--- src/rtl/serial_add_ctrl.sv ---
// serial_add_ctrl: bit-serial WIDTH-bit adder controller.
// A single full_adder cell is reused once per cycle, LSB first, under a
// start/busy/done handshake. {c_out, sum} = a + b + c_in (unsigned).
// Optional feature macro: SERIAL_ADD_OVF_EN adds a registered signed
// overflow output (ovf) captured together with sum.

// 1-bit full adder cell shared across all bit positions.
module full_adder (
    input  logic a,
    input  logic b,
    input  logic c_in,
    output logic sum,
    output logic c_out
);
    assign sum   = a ^ b ^ c_in;
    assign c_out = (a & b) | (c_in & (a ^ b));
endmodule

module serial_add_ctrl #(
    parameter int WIDTH = 8
) (
    input  logic             clk,
    input  logic             rst,
    input  logic             start,
    input  logic [WIDTH-1:0] a,
    input  logic [WIDTH-1:0] b,
    input  logic             c_in,
    output logic             busy,
    output logic             done,
    output logic [WIDTH-1:0] sum,
    output logic             c_out
`ifdef SERIAL_ADD_OVF_EN
    ,
    output logic             ovf
`endif
);
    localparam int CW = $clog2(WIDTH);
    localparam logic [CW-1:0] LAST_BIT = CW'(WIDTH - 1);

    localparam logic [1:0] S_IDLE = 2'd0;
    localparam logic [1:0] S_RUN  = 2'd1;
    localparam logic [1:0] S_DONE = 2'd2;

    logic [1:0]       state_reg;
    logic [1:0]       state_next;
    logic [WIDTH-1:0] op_a_reg;
    logic [WIDTH-1:0] op_b_reg;
    logic [WIDTH-1:0] acc_reg;
    logic             carry_reg;
    logic [CW-1:0]    cnt_reg;
    logic [WIDTH-1:0] sum_reg;
    logic             c_out_reg;

    logic [WIDTH-1:0] op_a_shift;
    logic [WIDTH-1:0] op_b_shift;
    logic             fa_sum;
    logic             fa_c_out;
    logic             last_bit;

    // Bit 0 of each operand register plus the carry FF feed the shared cell.
    full_adder u_fa (
        .a     (op_a_reg[0]),
        .b     (op_b_reg[0]),
        .c_in  (carry_reg),
        .sum   (fa_sum),
        .c_out (fa_c_out)
    );

    // Logical right shift of the operand registers (zero enters the MSB).
    generate
        for (genvar gi = 0; gi < WIDTH - 1; gi++) begin : g_shift
            assign op_a_shift[gi] = op_a_reg[gi+1];
            assign op_b_shift[gi] = op_b_reg[gi+1];
        end
    endgenerate
    assign op_a_shift[WIDTH-1] = 1'b0;
    assign op_b_shift[WIDTH-1] = 1'b0;

    assign last_bit = (cnt_reg == LAST_BIT);

    // Next-state decode: IDLE -> RUN on start, RUN -> DONE after the MSB, DONE -> IDLE.
    always_comb begin
        state_next = state_reg;
        case (state_reg)
            S_IDLE:  if (start) state_next = S_RUN;
            S_RUN:   if (last_bit) state_next = S_DONE;
            S_DONE:  state_next = S_IDLE;
            default: state_next = S_IDLE;
        endcase
    end

    // State register; reset aborts any operation in flight.
    always_ff @(posedge clk or posedge rst) begin
        if (rst) begin
            state_reg <= S_IDLE;
        end else begin
            state_reg <= state_next;
        end
    end

    // Datapath: operand capture on start, one bit per RUN cycle, result load on the MSB.
    always_ff @(posedge clk or posedge rst) begin
        if (rst) begin
            op_a_reg  <= '0;
            op_b_reg  <= '0;
            acc_reg   <= '0;
            carry_reg <= 1'b0;
            cnt_reg   <= '0;
            sum_reg   <= '0;
            c_out_reg <= 1'b0;
        end else begin
            case (state_reg)
                S_IDLE: begin
                    if (start) begin
                        op_a_reg  <= a;
                        op_b_reg  <= b;
                        carry_reg <= c_in;
                        cnt_reg   <= '0;
                    end
                end
                S_RUN: begin
                    op_a_reg  <= op_a_shift;
                    op_b_reg  <= op_b_shift;
                    acc_reg   <= {fa_sum, acc_reg[WIDTH-1:1]};
                    carry_reg <= fa_c_out;
                    if (last_bit) begin
                        // Counter parks at zero so it never exceeds WIDTH-1.
                        cnt_reg   <= '0;
                        sum_reg   <= {fa_sum, acc_reg[WIDTH-1:1]};
                        c_out_reg <= fa_c_out;
                    end else begin
                        cnt_reg <= cnt_reg + 1'b1;
                    end
                end
                default: ;
            endcase
        end
    end

`ifdef SERIAL_ADD_OVF_EN
    logic ovf_reg;

    // Signed overflow: carry into the MSB (carry FF on the last bit) XOR carry out of it.
    always_ff @(posedge clk or posedge rst) begin
        if (rst) begin
            ovf_reg <= 1'b0;
        end else if (state_reg == S_RUN && last_bit) begin
            ovf_reg <= carry_reg ^ fa_c_out;
        end
    end

    assign ovf = ovf_reg;
`endif

    assign busy  = (state_reg == S_RUN);
    assign done  = (state_reg == S_DONE);
    assign sum   = sum_reg;
    assign c_out = c_out_reg;

endmodule

--- config.mk ---
export PLATFORM = sky130hd
export DESIGN_NAME = serial_add_ctrl
export DESIGN_NICKNAME = d
export VERILOG_FILES = /design/src/rtl/serial_add_ctrl.sv
export SDC_FILE = /design/constraint.sdc
export NUM_CORES = 1
export LEC_CHECK = 0
export CORE_MARGIN = 4
export CORE_UTILIZATION = 45
export DETAILED_ROUTE_END_ITERATION = 8
export GPL_TIMING_DRIVEN = 0
export HOLD_SLACK_MARGIN = 0.15
export PLACE_DENSITY = 0.7
export SLEW_MARGIN = 10
export SYNTH_ARGS = -nofsm -noshare
export SYNTH_HDL_FRONTEND = slang
export SYNTH_SLANG_ARGS = --single-unit
--- constraint.sdc ---
create_clock -name clk -period 1.57 [get_ports clk]
set_input_delay 0.3925 -clock clk [delete_from_list [all_inputs] [get_ports clk]]
set_output_delay 0.3925 -clock clk [all_outputs]
set_load 0.05 [all_outputs]
==> flow_summary.yaml <==
outcome:
  status: "finished with violations"
  violations: "negative setup slack"
timing:
  setup_ws_ps: -68.16
  maxSlewViolCount: 0
  period_minus_slack_ps: 1638
  clock-skew-final_ps: 5.375
  rsz0062_at_grt: "yes"
  hold_violations: 0
  finalSetupTns_ps: -68.16
  finalCritPeriodShare: 1.043
  relSlewSlack: 0.4845
  worstMarginPinSlew_ps: 772.2
  finalSetupViolations: 1
  fmax_mhz: 610.4
synthesis:
  ys.flop_type: "dfrtp_1"
  syn-num-nets: 175
  yosysSeqAreaShare: 0.5605
  avgSynthCellArea_sq_um: 11.16
  synth_top_area_cell: "dfrtp_1"
  ys_async_sr_fraction: 1.000
  synth_seq_cells: 38
  synth.area.top_cells: "dfrtp_1, mux2_1, nand2_1"
  synth_area_sq_um: 1697
  synth_cell_type_count: 28
  yosysWarnings: 0
  synth.top_cell.area_share: 0.5605
  synth_edf_count: 0
  yosys-top-cells-count: "dfrtp_1, nand2_1, inv_1, mux2_1, nor3b_1"
  yosysMostFrequentCell: "dfrtp_1"
  syn_inst: 152
setup_path:
  crit_fanout: 7
  rrSetupSlack_ps: 120
  cpMostUsedCell: "buf_8"
  reg2reg_to: "c_out"
  crit_type: "reg2out"
  worstReg2RegStart: "cnt_reg[0]"
  cpPeakStageDelay_ps: 420
  crit_arrival_ps: 1250
  critPathRequiredTime_ps: 1180
  worstPathCellList: "buf_6, buf_8, nor2b_4, buf_8"
  cp-end-kind: "primary output"
  ff2ff_path_depth: 4
  cp_slowest_cell: "dfrtp_1"
  startpoint_type: "register"
drt:
  firstDrtPassIters: 4
  routed_wl_microns: 3643
  avgViaCountPerCell: 5.308
  wl_per_cell_microns: 14.75
  drc: 0
  drtIter0Drc: 50
  ant_nets: 0
  via_count: 1311
clock_tree:
  holdBufCountCts: 0
  clkTransAtPathRegs_ps: 80
  clockRootBuffer: "clkbuf_8"
  cts.path.max_buffers: 2
  clock_latency_ps: 290
  numCtsBuffers: 5
  cts_tree: "built"
  cts_max_level: 2
  clkSinkCount: 38
layout:
  fillers: 312
  drive_gt1_frac: 0.2161
  syn_to_final_growth_pct: 32.74
  num_antenna_cells: 0
  post-route-util: 0.6152
  nNetsFinal: 221
hold_path:
  holdPathEnd: "acc_reg[1]"
  holdPathStages: 2
  hp-start: "acc_reg[1]"
  hold_path_class: "reg2reg"
die:
  die-area_sq_um: 4816
  coreArea_sq_um: 3661
  io_pins: 31
  fp-row-count: 22
  die_h_microns: 69.40
  start_util: 0.4634
  die_w_microns: 69.40
grt:
  overflow: 0
  grt_pass1_vias: 1360
  grt.total_usage: 0.1628
  grt_max_degree: 39
  antenna_found_initial: 0
  grt_first_pass_wirelength_microns: 6320
job:
  max_cap_viol_count: 0
power:
  vdd_drop_max_v: 0.001118
  power_mw: 4.534
  power.density_nw_per_um2: 2013
  cellLeakagePower_nw: 1.046
placed_design:
  gp_congestion: 0.8105
  hpwl_microns: 2457
  portBuffers: 30
layout by cell type, fill, tap and decap left out, drive strengths merged:
| cell | netlist | layout |
|---|---|---|
| a221o | 2 | 2 |
| clkbuf | 5 | 15 |
| clkdlybuf4s15 | 0 | 3 |
| mux2 | 9 | 9 |
| a2bb2oi | 3 | 3 |
| o22a | 7 | 7 |
| a22o | 2 | 2 |
| clkinv | 0 | 1 |
| buf | 3 | 16 |
| a21o | 1 | 1 |
| nor2b | 5 | 5 |
| a211oi | 1 | 1 |
| a21oi | 5 | 5 |
| nor3b | 8 | 8 |
| o21ai | 6 | 6 |
| nor2 | 3 | 3 |
| nor3 | 2 | 2 |
| a221oi | 3 | 3 |
| nand2b | 5 | 5 |
| clkinvlp | 0 | 1 |
| clkdlybuf4s50 | 0 | 19 |
| nand3b | 2 | 2 |
| dfrtp | 38 | 38 |
| o221a | 2 | 2 |
| fa | 1 | 1 |
| or2 | 1 | 1 |
| inv | 10 | 10 |
| nand2 | 26 | 26 |
| ha | 2 | 2 |
metal layers:
| layer | GRT usage | vias up | wire length [microns] |
|---|---|---|---|
| li1 | - | 620 | - |
| met1 | 0.2117 | 649 | 1637 |
| met2 | 0.2532 | 32 | 1754 |
| met3 | 0.04348 | 10 | 188 |
| met4 | 0.07592 | 0 | 63 |
| met5 | 0 | - | 0 |
metrics by stage:
| step | hold WS (ps) | setup WS (ps) | instance area, sq um | cells |
|---|---|---|---|---|
| global placement | 451.0 | -689.3 | 2061 | 230 |
| finish | 476.2 | -68.16 | 2252 | 247 |
| detailed placement | 464.9 | -709.6 | 2061 | 230 |
| global route | 512.0 | -109.9 | 2252 | 247 |
| CTS | 482.3 | -122.1 | 2202 | 240 |
| floorplan | 438.6 | -67.82 | 1700 | 152 |
cell families (layout without fill, tap and decap cells):
family | count (synthesis) | after routing | synth area share
simple gates | 52 | 52 | 0.1563
flops | 38 | 38 | 0.5605
compound gates | 32 | 32 | 0.1549
buf+inv | 18 | 65 | 0.04203
mux | 9 | 9 | 0.05974
fa+ha+maj | 3 | 3 | 0.02655
worst max-delay path by stage:
stage	startpoint	to	cells past startpoint
4_1_cts	state_reg[1]	done	4
2_1_floorplan	state_reg[1]	done	3
3_3_place_gp	state_reg[1]	done	4
5_1_grt	state_reg[1]	done	4
6_report	state_reg[1]	done	4
3_5_place_dp	state_reg[1]	done	4
power breakdown:
part / total, mW / leakage, nW / internal [mW] / switching [mW]
clock: 0.698 / 0.0472 / 0.353 / 0.345
combinational: 2.14 / 0.541 / 0.869 / 1.27
sequential: 1.69 / 0.458 / 1.43 / 0.259
repair_timing:
item | 4_1_cts | 5_1_grt
gates resized for setup | 38 | 21
setup buffers | 2 | 8
endpoints found under the setup margin | 12 | 25
worst max-delay path, delay by kind of cell (launching register included):
| family | cells | cell delay [ps] |
|---|---|---|
| and+or+nand+nor | 1 | 120 |
| buffers and inverters | 3 | 410 |
| DFF | 1 | 420 |
cell type report:
class / instances / area, sq um / area share
Clock inverter: 2 / 12.51 / 0.005556
Clock buffer: 6 / 82.58 / 0.03667
Inverter: 10 / 40.04 / 0.01778
Multi-Input combinational cell: 96 / 699.4 / 0.3106
Tap cell: 48 / 60.06 / 0.02667
Timing Repair Buffer: 40 / 355.3 / 0.1578
Sequential cell: 38 / 950.9 / 0.4222
Buffer: 7 / 51.30 / 0.02278
(Power assumes the default switching activity.)
